File: src/rtl/counter_tick_sequencer.sv
// Control stage for the 4-bit up-counter family. It divides clk by a programmable prescale,
// issues count-enable / load strobes, and tracks a shadow count to detect terminal count.
module counter_tick_sequencer #(
    parameter int WIDTH   = 4,
    parameter int PRESC_W = 8
) (
    input  logic               clk,
    input  logic               clr,
    input  logic               start,
    input  logic               stop,
    input  logic               mode,
    input  logic [WIDTH-1:0]   load_val,
    input  logic [PRESC_W-1:0] prescale,
    output logic               cnt_ce,
    output logic               cnt_ld,
    output logic [WIDTH-1:0]   cnt_d,
    output logic               busy,
    output logic               done,
    output logic               tc_pulse
);

    // state | meaning
    // IDLE  | waiting for start; no strobes
    // RUN   | prescaling and issuing count enables
    // DONE  | one-shot expired; done held high until restart or stop
    localparam logic [1:0] IDLE = 2'd0;
    localparam logic [1:0] RUN  = 2'd1;
    localparam logic [1:0] DONE = 2'd2;

    localparam logic [WIDTH-1:0] ALL_ONES = {WIDTH{1'b1}};

    logic [1:0]         state;
    logic               mode_r;
    logic [WIDTH-1:0]   load_val_r;
    logic [PRESC_W-1:0] prescale_r;
    logic [PRESC_W-1:0] presc_cnt;
    logic [WIDTH-1:0]   shadow;

    always_ff @(posedge clk) begin
        if (clr) begin
            state      <= IDLE;
            mode_r     <= 1'b0;
            load_val_r <= '0;
            prescale_r <= '0;
            presc_cnt  <= '0;
            shadow     <= '0;
            cnt_ce     <= 1'b0;
            cnt_ld     <= 1'b0;
            cnt_d      <= '0;
            busy       <= 1'b0;
            done       <= 1'b0;
            tc_pulse   <= 1'b0;
        end else begin
            // strobes are single-cycle pulses unless re-asserted below
            cnt_ce   <= 1'b0;
            cnt_ld   <= 1'b0;
            tc_pulse <= 1'b0;
            if (stop) begin
                state <= IDLE;
                busy  <= 1'b0;
                done  <= 1'b0;
            end else begin
                case (state)
                    IDLE, DONE: begin
                        if (start) begin
                            mode_r     <= mode;
                            load_val_r <= load_val;
                            prescale_r <= prescale;
                            cnt_ld     <= 1'b1;
                            cnt_d      <= load_val;
                            shadow     <= load_val;
                            presc_cnt  <= '0;
                            busy       <= 1'b1;
                            done       <= 1'b0;
                            state      <= RUN;
                        end
                    end
                    RUN: begin
                        if (presc_cnt == prescale_r) begin
                            presc_cnt <= '0;
                            if (shadow == ALL_ONES) begin
                                tc_pulse <= 1'b1;
                                if (mode_r) begin
                                    cnt_ld <= 1'b1;
                                    cnt_d  <= load_val_r;
                                    shadow <= load_val_r;
                                end else begin
                                    state <= DONE;
                                    busy  <= 1'b0;
                                    done  <= 1'b1;
                                end
                            end else begin
                                cnt_ce <= 1'b1;
                                shadow <= shadow + WIDTH'(1);
                            end
                        end else begin
                            presc_cnt <= presc_cnt + PRESC_W'(1);
                        end
                    end
                    default: state <= IDLE;
                endcase
            end
        end
    end

endmodule

File: config.mk
export PLATFORM = sky130hd
export DESIGN_NAME = counter_tick_sequencer
export DESIGN_NICKNAME = d
export VERILOG_FILES = /design/src/rtl/counter_tick_sequencer.sv
export SDC_FILE = /design/constraint.sdc
export NUM_CORES = 1
export LEC_CHECK = 0
export CORE_MARGIN = 2
export CORE_UTILIZATION = 52
export CTS_CLUSTER_DIAMETER = 120
export DETAILED_ROUTE_END_ITERATION = 10
export GPL_ROUTABILITY_DRIVEN = 1
export GPL_TIMING_DRIVEN = 0
export PLACE_DENSITY_LB_ADDON = 0.2
export SYNTH_ARGS = -nofsm -noshare
export SYNTH_HDL_FRONTEND = slang
export SYNTH_SLANG_ARGS = --single-unit
File: constraint.sdc
create_clock -name clk -period 2.33 [get_ports clk]
set_input_delay 0.466 -clock clk [delete_from_list [all_inputs] [get_ports clk]]
set_output_delay 0.466 -clock clk [all_outputs]
set_load 0.005 [all_outputs]
# [Word level (Yosys, flattened, before mapping)]
# Cells that the tools add are included.
[totals] output_inout_bits=9 word_cells=71 in_bits=17 reg_bits=36
[op_classes] n_reduce_logical=11 n_addsub=2 eq_ne=10 bitwise_logic=3 n_mux=33
[op_table] op="2-to-1 mux 4 bit" n=6
[op_table] op="2-to-1 mux 8 bit" n=2
[op_table] op="one-hot mux 4 bit (2 select lines)" n=2
[op_table] op="one-hot mux 8 bit (2 select lines)" n=1
[op_table] op="2-to-1 mux 1 bit" n=14
[op_table] op="inequality test 2 bit, second input constant" n=5
[op_table] op="AND reduction 5 bit" n=2
[op_table] op="adder 8 x 1 -> 8 bit, second input constant" n=1
[op_table] op="== test 8 bit" n=1
[op_table] op="2-to-1 mux 2 bit" n=4
[op_table] op="one-hot mux 1 bit (2 select lines)" n=3
[op_table] op="AND reduction 3 bit" n=2
[op_table] op="AND reduction 6 bit" n=1
[op_table] op="adder 4 x 1 -> 4 bit, second input constant" n=1
[op_table] op="== test 4 bit, second input constant" n=1
[op_table] op="one-hot mux 2 bit (2 select lines)" n=1
[op_table] op="AND reduction 4 bit" n=1
[op_table] op="OR reduction 2 bit" n=2
[op_table] op="OR reduction 4 bit" n=1
[op_table] op="inequality test 3 bit, second input constant" n=1
[op_table] op="NOT 1 bit" n=3
[op_table] op="== test 2 x 1 -> 1 bit, second input constant" n=1
[op_table] op="== test 2 bit, second input constant" n=1
[op_table] op="logical NOT 2 bit" n=1
[op_table] op="nonzero test 2 bit" n=1

# [Depth between registers and ports, before layout]
[depth] depth_word=4 depth_mapped=7 ltp_nobuf=6

# [Worst setup path before layout]
# No wires, ideal clock.
[synth_path] path_type="register to register" start="register shadow[0]" end="register cnt_ld" n_path_buf=1 setup_time_ps=70 required_time_ps=2260 stages_incl_launch_ff=7 arrival_ps=1593 setup_slack_ps=668 synth_period_minus_slack_ps=1662 path_cell_list="dfxtp_1 > ha_1 > and3_1 > clkbuf_1 > nand3_1 > or3_2 > a21oi_1"
[synth_via] elab_chain_cells=4
[synth_lines] item="start: declaration" line="37" source="logic [WIDTH-1:0] shadow;"
[synth_lines] item="start signal: assignment" line="71" source="shadow <= load_val;"
[synth_lines] item="start signal: assignment" line="86" source="shadow <= load_val_r;"
[synth_lines] item="start signal: assignment" line="94" source="shadow <= shadow + WIDTH'(1);"
[synth_lines] item="== test 4 bit" line="81" source="if (shadow == ALL_ONES) begin"
[synth_lines] item="2-to-1 mux 1 bit" line="81"
[synth_lines] item="2-to-1 mux 1 bit" line="79" source="if (presc_cnt == prescale_r) begin"
[synth_lines] item="one-hot mux 1 bit (2 select lines)" line="63" source="case (state)"
[synth_lines] item="end signal: assignment" line="56" source="cnt_ld <= 1'b0;"
[synth_lines] item="end signal: assignment" line="69" source="cnt_ld <= 1'b1;"
[synth_lines] item="end signal: assignment" line="84" source="cnt_ld <= 1'b1;"
[synth_lines] item="end: declaration" line="15" source="output logic cnt_ld,"
# Every way passes these cells.
# A chain may end at the register's enable or synchronous reset.

# [Worst setup path after layout]
[layout_path] start="register shadow[0]" end="register cnt_d[3]"
[layout_via] elab_chain_cells=3
[layout_lines] item="== test 4 bit" line="81"
[layout_lines] item="inequality test 2 bit (no source line)"
[layout_lines] item="AND reduction 6 bit (no source line)"
[layout_lines] item="end signal: assignment" line="70" source="cnt_d <= load_val;"
[layout_lines] item="end signal: assignment" line="85" source="cnt_d <= load_val_r;"
[layout_lines] item="end: declaration" line="16" source="output logic [WIDTH-1:0] cnt_d,"
# Every way passes these cells.

==> flow_summary.json <==
{
  "outcome": "completed",
  "ys.flop_type": "dfxtp_1",
  "ff2ff_path_depth": 7,
  "rsz0062_at_grt": "no",
  "cts_hold_buffers": 0,
  "vias_per_cell": 5.49,
  "die_h_um": 61.6,
  "cp.arrival_ns": 2.22,
  "ys_ff_latch": 36,
  "cp-start-kind": "flop",
  "die_area_um2": 3800,
  "cts_setup_buffers": 0,
  "worst_setup_path_end_kind": "flop",
  "grt_max_degree": 12,
  "layout.nets": 265,
  "worstPathRequired_ns": 2.57,
  "hold_viol": 0,
  "numCtsBuffers": 5,
  "crit_chain": "ha_1 -> and3_1 -> clkbuf_1 -> nand2_1 -> a21oi_1 -> a21oi_1 -> a211oi_1",
  "synthTopCellsByArea": "dfxtp_1 42%, a21oi_1 9.9%, nand2_1 8.5%",
  "cts_buffer_depth": 2,
  "syn_area_per_cell_um2": 8.07,
  "slowest_delay_ns": 0.42,
  "timing.rr.end": "cnt_d[3]",
  "holdPathEnd": "done",
  "core_area_um2": 3100,
  "tightest_slew_ns": 0.542,
  "drt-wirelength-per-cell_um": 13.4,
  "finalPower_mw": 1.19,
  "async_reset_ff_frac": 0,
  "cts_htree_levels": 2,
  "syn-num-nets": 233,
  "overflow": 0,
  "r2r_start": "shadow[0]",
  "p_leak_nw": 0.691,
  "finalClockSkew_ns": 0.0104,
  "io-pin-count": 26,
  "io_buffers": 25,
  "synth_top_area_frac": 0.417,
  "maxCapViolCount": 0,
  "worst-setup-path-type": "reg2reg",
  "ctsResizeCount": 0,
  "slew-limit-headroom": 0.638,
  "netlist_instances": 214,
  "hold_path.class": "reg2reg",
  "dieWidth_um": 61.6,
  "fmax_mhz": 505,
  "cts.clk_slew.worst_paths_ns": 0.11,
  "initialDrtViolationCount": 159,
  "wl_um": 3910,
  "ant_nets": 0,
  "route.detailed.drc": 0,
  "finalCritPeriodShare": 0.849,
  "diodes": 0,
  "cp_max_fo": 7,
  "finalMaxSlewViolations": 0,
  "hp-start": "done",
  "start_util": 0.556,
  "grtUsageTotal": 0.240,
  "max-vdd-ir-drop_mv": 0.380,
  "synth_commonest_cells": "39 x nand2_1, 36 x dfxtp_1, 34 x a21oi_1",
  "cts_tree": "yes",
  "yosysWarnings": 0,
  "antenna_found_initial": 0,
  "gp_congestion": 0.857,
  "rows": 20,
  "power.density_nw_per_um2": 569,
  "fin_setup_tns_ns": 0,
  "synth.most_common_cell": "nand2_1",
  "dr_total_vias": 1598,
  "grt_pass1_wl_um": 6670,
  "finalSetupViolations": 0,
  "clock-sinks": 36,
  "synth.distinct_cells": 42,
  "syn_to_final_growth_pct": 21.2,
  "drive_gt1_frac": 0.0972,
  "synth_area_um2": 1730,
  "slowest_stage": "dfxtp_1",
  "grt_pass1_vias": 1430,
  "cts-root-buf": "clkbuf_4",
  "yosysTopAreaCell": "dfxtp_1",
  "rrSetupSlack_ns": 0.35,
  "cp_common_cell": "a21oi_1",
  "synth-edff-count": 0,
  "dp_hpwl_um": 2920,
  "min_path_cells": 2,
  "seq_area_frac_synth": 0.417,
  "clk_latency_ns": 0.34,
  "first_pass_iters": 4,
  "layout_min_cycle_time_ns": 1.98
}
-- placed cells by master, fill, tap and decap left out, types with 3 or more instances in the layout --
cell,synthesis,routed
nand2_1,39,39
dfxtp_1,36,36
a21oi_1,34,34
clkdlybuf4s50_1,0,25
nor2_1,10,10
o21ai_0,9,9
xnor2_1,8,8
nand3_1,8,8
clkbuf_1,7,7
nand2b_1,6,6
nor3_1,6,6
clkbuf_4,0,5
a211oi_1,4,4
a31oi_1,4,4
or2_2,3,3
or4_1,3,3
nand4_1,3,3
-- power breakdown --
group	switching (mW)	internal [mW]	leakage [nW]
clock	0.205	0.144	0.0380
combinational	0.0953	0.0859	0.359
sequential	0.0211	0.640	0.293
-- cell families (layout without fill, tap and decap cells) --
logic type,count (synthesis),count (layout),synth area share
mux,1,1,0.00580
flops,36,36,0.417
fa+ha+maj,2,2,0.0145
buf+inv,11,44,0.0348
xor+xnor,10,10,0.0507
simple gates,95,95,0.282
compound gates,59,59,0.195
-- worst max-delay path, delay by kind of cell (launching register included) --
kind,cells,cell delay [ns]
DFF,1,0.42
buffers and inverters,1,0.22
and+or+nand+nor,2,0.31
AOI/OAI and AO/OA,3,0.64
adders and majority gates,1,0.29
-- stage by stage --
step                      utilization  cell area [µm²]  cells  hold WS, ns  setup WS (ns)
final                           0.675             2090    291        0.464          0.351
after global routing            0.675             2090    291        0.501          0.127
after CTS                       0.675             2090    291        0.469          0.343
after detailed placement        0.655             2030    283        0.453         0.0854
after global placement          0.655             2030    283        0.446         0.0848
after floorplan                     -             1730    214        0.445          0.668
-- worst max-delay path by stage --
stage	end	slack, ns	startpoint	depth (start not counted)
2_1_floorplan	cnt_ld	0.67	shadow[0]	6
3_3_place_gp	cnt_d[0]	0.08	start	6
3_5_place_dp	cnt_d[3]	0.09	start	6
4_1_cts	cnt_d[3]	0.34	state[1]	6
5_1_grt	cnt_d[3]	0.13	shadow[0]	7
6_report	cnt_d[3]	0.35	shadow[0]	7
-- layout make-up --
cell class	instances	area, µm²
well taps	44	55.1
repair buffers	25	250
clock buffers	6	51.3
fillers	292	1010
clock inverters	2	10.0
inverters	1	3.75
multi-input cells	167	946
plain buffers	10	56.3
flip-flops and latches	36	721
-- routing by layer --
metal	global-route usage	vias to the layer above	wire length, µm
met5	0	-	0
met4	0.0942	0	51
met3	0.0651	6	299
met2	0.353	65	1710
met1	0.333	702	1850
li1	-	825	-
-- sequential cells by signal, indices dropped and copies added (netlist names), 2 cells and up --
signal	flops
load_val_r	4
state	2
presc_cnt	8
prescale_r	8
shadow	4
cnt_d	4
No activity file was read; power rests on OpenSTA's default activity.
